===== config.mk =====
export PLATFORM = sky130hd
export DESIGN_NAME = fetch_unit
export DESIGN_NICKNAME = d
export VERILOG_FILES = /design/src/rtl/fetch_pkg.sv /design/src/rtl/fetch_imem.sv /design/src/rtl/fetch_unit.sv
export SDC_FILE = /design/constraint.sdc
export NUM_CORES = 1
export LEC_CHECK = 0
export CORE_MARGIN = 3
export CORE_UTILIZATION = 60
export CTS_BUF_LIST = sky130_fd_sc_hd__clkbuf_16
export DETAILED_ROUTE_END_ITERATION = 10
export PLACE_DENSITY = 0.88
export SLEW_MARGIN = 20
export SYNTH_ARGS = -nofsm -noshare
export SYNTH_HDL_FRONTEND = slang
export SYNTH_HIERARCHICAL = 1
export SYNTH_SLANG_ARGS = --single-unit

===== constraint.sdc =====
create_clock -name clk -period 4.9 [get_ports clk]
set_input_delay 0.49 -clock clk [delete_from_list [all_inputs] [get_ports clk]]
set_output_delay 0.49 -clock clk [all_outputs]
set_load 0.02 [all_outputs]

===== src/rtl/fetch_pkg.sv =====
// fetch_pkg: shared constants, redirect-kind encoding and the branch-target
// helper used by the instruction fetch stage of the MIPS core.
package fetch_pkg;

    localparam int XLEN        = 32;
    localparam int INSTR_BYTES = 4;

    typedef enum logic [1:0] {
        NONE   = 2'd0,
        JUMP   = 2'd1,
        BRANCH = 2'd2
    } redir_kind_e;

    // Branch target: address of the instruction after the branch plus the
    // signed word offset, wrapping modulo 2^32.
    function automatic logic [XLEN-1:0] branch_target(
        input logic [XLEN-1:0] base_pc,
        input logic [XLEN-1:0] word_offset
    );
        branch_target = base_pc + XLEN'(INSTR_BYTES) + {word_offset[XLEN-3:0], 2'b00};
    endfunction

endpackage


===== src/rtl/fetch_imem.sv =====
// fetch_imem: on-chip instruction memory with one synchronous write port
// (loader side) and one asynchronous read port (fetch side).
// The array is never reset, so a program loaded during reset survives it.
module fetch_imem
    import fetch_pkg::*;
#(
    parameter int ADDR_W = 5
) (
    input  logic              clk,
    input  logic              we,
    input  logic [ADDR_W-1:0] waddr,
    input  logic [XLEN-1:0]   wdata,
    input  logic [ADDR_W-1:0] raddr,
    output logic [XLEN-1:0]   rdata
);

    localparam int DEPTH = 1 << ADDR_W;

    logic [XLEN-1:0] mem [DEPTH];

    // Loader write; a same-cycle read of this index still sees the old word.
    always_ff @(posedge clk) begin
        if (we) begin
            mem[waddr] <= wdata;
        end
    end

    assign rdata = mem[raddr];

endmodule


===== src/rtl/fetch_unit.sv =====
// fetch_unit: PC, instruction memory and registered fetch output towards
// decode, with jump/branch redirect, flush and a sticky misaligned-jump fault.
// Optional build macro FETCH_DIV_EN: fetches only every DIV-th cycle.
module fetch_unit
    import fetch_pkg::*;
#(
    parameter int              ADDR_W   = 5,
    parameter logic [XLEN-1:0] RESET_PC = 32'h0,
    parameter int              DIV      = 5
) (
    input  logic              clk,
    input  logic              reset,
    input  logic              imem_we,
    input  logic [ADDR_W-1:0] imem_waddr,
    input  logic [XLEN-1:0]   imem_wdata,
    input  logic              redir_jump,
    input  logic [XLEN-1:0]   redir_target,
    input  logic              redir_branch,
    input  logic [XLEN-1:0]   redir_offset,
    output logic              out_valid,
    input  logic              out_ready,
    output logic [XLEN-1:0]   out_instr,
    output logic [XLEN-1:0]   out_pc,
    output logic              fault
);

    logic [XLEN-1:0] pc_q, pc_d;
    logic            out_valid_q, out_valid_d;
    logic [XLEN-1:0] out_instr_q, out_instr_d;
    logic [XLEN-1:0] out_pc_q, out_pc_d;
    logic            fault_q, fault_d;
    logic [XLEN-1:0] mem_rdata;
    logic            step;
    redir_kind_e     redir_kind;

    fetch_imem #(
        .ADDR_W (ADDR_W)
    ) u_imem (
        .clk    (clk),
        .we     (imem_we),
        .waddr  (imem_waddr),
        .wdata  (imem_wdata),
        .raddr  (pc_q[ADDR_W+1:2]),
        .rdata  (mem_rdata)
    );

`ifdef FETCH_DIV_EN
    localparam int DIV_W = (DIV > 1) ? $clog2(DIV) : 1;

    logic [DIV_W-1:0] div_cnt_q, div_cnt_d;

    // Free-running divider 0..DIV-1; a fetch is allowed only on its last count.
    always_comb begin
        div_cnt_d = div_cnt_q + DIV_W'(1);
        if (div_cnt_q == DIV_W'(DIV - 1)) begin
            div_cnt_d = '0;
        end
    end

    // Divider register.
    always_ff @(posedge clk) begin
        if (reset) begin
            div_cnt_q <= '0;
        end else begin
            div_cnt_q <= div_cnt_d;
        end
    end

    assign step = (div_cnt_q == DIV_W'(DIV - 1));
`else
    // DIV is always a legal ratio (>= 1), so this is a constant 1.
    assign step = (DIV >= 1);
`endif

    // Jump beats branch; both override any fetch.
    always_comb begin
        redir_kind = NONE;
        if (redir_jump) begin
            redir_kind = JUMP;
        end else if (redir_branch) begin
            redir_kind = BRANCH;
        end
    end

    // Next-state for PC, output register and fault.
    always_comb begin
        pc_d        = pc_q;
        out_valid_d = out_valid_q;
        out_instr_d = out_instr_q;
        out_pc_d    = out_pc_q;
        fault_d     = fault_q;
        case (redir_kind)
            JUMP: begin
                pc_d        = {redir_target[XLEN-1:2], 2'b00};
                out_valid_d = 1'b0;
                if (redir_target[1:0] != 2'b00) begin
                    fault_d = 1'b1;
                end
            end
            BRANCH: begin
                pc_d        = branch_target(out_pc_q, redir_offset);
                out_valid_d = 1'b0;
            end
            default: begin
                if (step && (!out_valid_q || out_ready)) begin
                    out_instr_d = mem_rdata;
                    out_pc_d    = pc_q;
                    out_valid_d = 1'b1;
                    pc_d        = pc_q + XLEN'(INSTR_BYTES);
                end else if (out_valid_q && out_ready) begin
                    out_valid_d = 1'b0;
                end
            end
        endcase
    end

    // State registers; reset overrides any stall or redirect.
    always_ff @(posedge clk) begin
        if (reset) begin
            pc_q        <= RESET_PC;
            out_valid_q <= 1'b0;
            out_instr_q <= '0;
            out_pc_q    <= '0;
            fault_q     <= 1'b0;
        end else begin
            pc_q        <= pc_d;
            out_valid_q <= out_valid_d;
            out_instr_q <= out_instr_d;
            out_pc_q    <= out_pc_d;
            fault_q     <= fault_d;
        end
    end

    assign out_valid = out_valid_q;
    assign out_instr = out_instr_q;
    assign out_pc    = out_pc_q;
    assign fault     = fault_q;

endmodule

# ---- Word level (Yosys, flattened, before mapping)
# Memory sizes are Yosys's and may differ from the RTL's. A register that Yosys moved wholly into a read port is not among the register bits.
# Cells that the tools add are included.
dict set report totals {
  mem_bits_rw 1024
  memories 1
  reg_bits 66
  word_cells 29
}
# name depth width rd rd_clocked_by_memory_dff wr line
set memory_table {}
lappend memory_table {u_imem.mem 32 32 1 1 1 fetch_imem.sv:19} ;# logic [XLEN-1:0] mem [DEPTH];
dict set report classes {
  mux 8
  add_sub_neg 3
  n_reduce_logical 10
  bitwise_logic 1
  eq_ne 2
}
# cell count
set ops {}
lappend ops {{32-bit by 3-bit adder with 32-bit output, second input constant} 2}
lappend ops {{32-bit one-hot mux with 2 select lines} 1}
lappend ops {{32-bit adder} 1}
lappend ops {{32-bit 2-to-1 mux} 1}
lappend ops {{1-bit 2-to-1 mux} 4}
lappend ops {{2-bit 2-to-1 mux} 2}
lappend ops {{2-bit AND reduction} 2}
lappend ops {{2-bit nonzero test} 2}
lappend ops {{3-bit nonzero test} 1}
lappend ops {{3-bit OR reduction} 1}
lappend ops {{2-bit by 1-bit equality test with 1-bit output, second input constant} 1}
lappend ops {{2-bit equality test, second input constant} 1}
lappend ops {{2-bit OR reduction} 1}
lappend ops {{1-bit logical AND} 1}
lappend ops {{1-bit logical NOT} 1}
lappend ops {{1-bit logical OR} 1}
lappend ops {{1-bit NOT} 1}

# ---- Logic depth before layout (Yosys ltp)
dict set report depth {
  ltp_word 6
  depth_mapped 12
  depth_no_buf 12
}

# ---- Modules after synthesis
# Netlist, hierarchy kept.
# mod instances cells_each area_each_um2 seq_area_each_um2
set modules_own_cells {}
lappend modules_own_cells {fetch_imem 1 2228 39844.5 30749.5}
lappend modules_own_cells {fetch_unit 1 853 6501.2 1961.9}

# ---- Least setup slack after synthesis
# Ideal clock, no wire load.
dict set report synth_timing {
  path_kind {in2reg}
  start {input port redir_offset[1]}
  end {register pc_q[31]}
  path_slack_ps 1922
  required_time_ps 4766
  arrival_ps 2844
  path_buffers 0
  path_stages 10
  path_cell_list {ha_1 ha_1 inv_1 fa_1 and2b_1 o2111ai_1 a211oi_1 o211ai_1 nand4_1 or4b_1}
}
dict set report synth_via {
  elab_chain_len 2
}
# element line
set synth_lines {}
lappend synth_lines {{from (decl)} fetch_unit.sv:19} ;# input logic [XLEN-1:0] redir_offset,
lappend synth_lines {{32-bit adder} fetch_pkg.sv:20} ;# branch_target = base_pc + XLEN'(INSTR_BYTES) + {word_offset[XLEN-3:0], 2'b00};
lappend synth_lines {{32-bit one-hot mux with 2 select lines} fetch_unit.sv:92} ;# case (redir_kind)
lappend synth_lines {{to (signal assigned)} fetch_unit.sv:126} ;# pc_q <= pc_d;
lappend synth_lines {{to (decl)} fetch_unit.sv:27} ;# logic [XLEN-1:0] pc_q, pc_d;
# No other way between the ends.
# A chain may end at the register's enable or synchronous reset.

# ---- Worst setup path in the final report
dict set report layout_timing {
  start {register out_pc_q[2], in the netlist out_pc[2]}
  end {register pc_q[31]}
}
dict set report layout_via {
  elab_chain_len 3
}
# element line
set layout_lines {}
lappend layout_lines {{from (decl)} fetch_unit.sv:30} ;# logic [XLEN-1:0] out_pc_q, out_pc_d;
lappend layout_lines {{from (signal assigned)} fetch_unit.sv:129} ;# out_pc_q <= out_pc_d;
lappend layout_lines {{32-bit by 3-bit adder with 32-bit output} fetch_pkg.sv:20}
lappend layout_lines {{32-bit adder} fetch_pkg.sv:20}
lappend layout_lines {{32-bit one-hot mux with 2 select lines} fetch_unit.sv:92}
# No other way between the ends.

==> reports/metrics.yaml <==
numCtsBuffers: 107
clock_latency_ps: 700
ioPinCount: 173
die_area_um2: 80600
cts_setup_buffers: 0
hold-worst-slack_ps: 261
maxSlewHeadroom: 0.105
syn_inst: 3081
postRouteAntennaNets: 0
htree_levels: 3
drt_iter0_markers: 3726
async_flop_share: 0
cp-end-kind: "register"
cp.arrival_ps: 3940
antenna_found_initial: 5
power.leakage_uw: 0.0176
first_pass_iters: 6
vdd_drop_max_v: 0.000395
fin_nets: 3419
netlist.area_leader.share: 0.663
setup_viol: 0
hpwl_um: 67000
grt_max_degree: 152
routed_wl_um: 120000
viasPerCell: 6.51
grt.total_usage: 0.291
synth_area_leader_cell: "edfxtp_1"
io_buffers: 170
synth_warnings: 6
grt_pass1_wl_um: 177000
gp_congestion: 0.944
hp-class: "input pin to register"
period_needed_ps: 3420
syn_avg_cell_area_um2: 15.0
post-route-period-util: 0.697
rows: 101
synth-seq-cells: 1122
die-width_um: 284
drv_slew: 0
cts-root-buf: "clkbuf_16"
ys_types: 78
grt_pass1_vias: 28700
die_y_um: 284
syn-num-nets: 3247
synth.most_common_cell: "edfxtp_1"
synth_common_cells: "edfxtp_1, mux2i_1, nand2_1, a21oi_1, nand3_1"
yosysSeqAreaShare: 0.706
tritoncts: "built"
cp.required_ps: 5420
tns_ps: 0
initial_core_util: 0.608
drc: 0
outcome: "complete, no violations"
hold_buffers: 0
crit_path_start_kind: "register"
cts_buffer_depth: 3
finClkSkew_ps: 54.7
p_per_area_nw_per_um2: 386
syn_area_um2: 46300
cts_sinks: 1122
synthTopCellsByArea: "edfxtp_1, mux2i_1, dfxtp_1, nand2_1, a21oi_1"
finalHoldViolCount: 0
area_delta_synth_final_pct: 13.8
clkTransAtPathRegs_ps: 60
drt-wirelength-per-cell_um: 27.4
fp.coreArea_um2: 76200
vias: 28500
layout-drive-gt1-share: 0.0870
critPathMaxFanout: 5
synth_edf_count: 1024
tightestPinTransition_ps: 1340
ctsResizeCount: 0
rsz0062_at_grt: "false"
fmax_ghz: 0.293
grt_overflow: 0
synth_ff_type: "edfxtp_1"
drv_cap: 0
crit_type: "register to register"
-- cell usage in the layout (no fill, tap or decap), types with 55 or more instances in the layout --
cell type	netlist	routed
a21oi_1	206	206
a22o_1	65	65
a22oi_1	99	99
buf_4	35	55
clkbuf_16	0	108
clkdlybuf4s50_1	0	165
dfxtp_1	98	97
edfxtp_1	1024	1024
ha_1	58	58
mux2i_1	520	520
nand2_1	288	286
nand3_1	120	120
-- flip-flops by register name, summed over array words and instances, names as in the netlist --
| register | count |
|---|---|
| fault | 1 |
| u_imem/mem | 1024 |
| out_valid | 1 |
| out_pc | 32 |
| out_instr | 32 |
| pc_q | 32 |
-- worst paths after layout --
check	startpoint	to	slack (ps)	cells past startpoint
max	out_pc[2]$_SDFFE_PP0P_	pc_q[31]$_SDFFE_PP0P_	1480	12
min reg2reg	fault$_SDFFE_PP0P_	fault$_SDFFE_PP0P_	450	2
max reg2reg	out_pc[2]$_SDFFE_PP0P_	pc_q[31]$_SDFFE_PP0P_	1480	12
min	reset	pc_q[2]$_SDFFE_PP0P_	260	2
-- area by class of cell --
cell class,instances,area (um2)
sequential,1122,32700
clock inverter,91,708
fill,4684,23500
clock buffer,108,2700
multi-input combinational,1760,12800
inverter,20,75.1
timing repair buffer,242,2440
antenna,3,7.51
tap,1030,1290
-- critical path: stages, from the launching register on --
cell and delay (ps):
dfxtp_1 360, inv_1 50, ha_1 180, inv_1 60, ha_1 180, inv_1 70
fa_1 420, and2b_1 240, o2111ai_1 260, a211oi_1 680, o211ai_1 210, nand4_1 140
or4b_1 450
-- power by group --
group	total, uW	switching [uW]	leakage [uW]	internal [uW]
Combinational	1740	1100	0.00584	640
Sequential	10700	96.3	0.0100	10600
Clock	7940	3550	0.00173	4400
Total	20400	4740	0.0176	15600
-- metal layers --
layer,share of wire,up-vias,global-route usage
li1,-,12300,-
met1,0.36,14000,0.369
met2,0.48,1808,0.478
met3,0.11,384,0.0643
met4,0.049,2,0.144
met5,0.00014,-,0
-- logic make-up (layout without fill, tap and decap cells) --
| group | count (synthesis) | in the layout | synth area share |
|---|---|---|---|
| muxes | 520 | 520 | 0.112 |
| xor gates and xnor gates | 24 | 24 | 0.00454 |
| and+or+nand+nor | 631 | 631 | 0.0625 |
| DFF | 1122 | 1122 | 0.706 |
| buffers and inverters | 199 | 461 | 0.0240 |
| AOI/OAI and AO/OA | 526 | 526 | 0.0748 |
| adders and majority gates | 59 | 59 | 0.0161 |
| other | 0 | 3 | 0 |
-- through the flow --
stage               instance area, um2  total power [uW]   util  std cells  setup WS (ps)
floorplan                        46300             11900      -       3081           1920
global placement                 49300             12500  0.648       4174            911
detailed placement               49300             12600  0.648       4174            908
CTS                              52800             20400  0.692       4373           1490
global route                     52700             20900  0.692       4375           1340
finish                           52700             20400  0.692       4376           1480
Note: power is estimated with default switching activity, not from simulation.
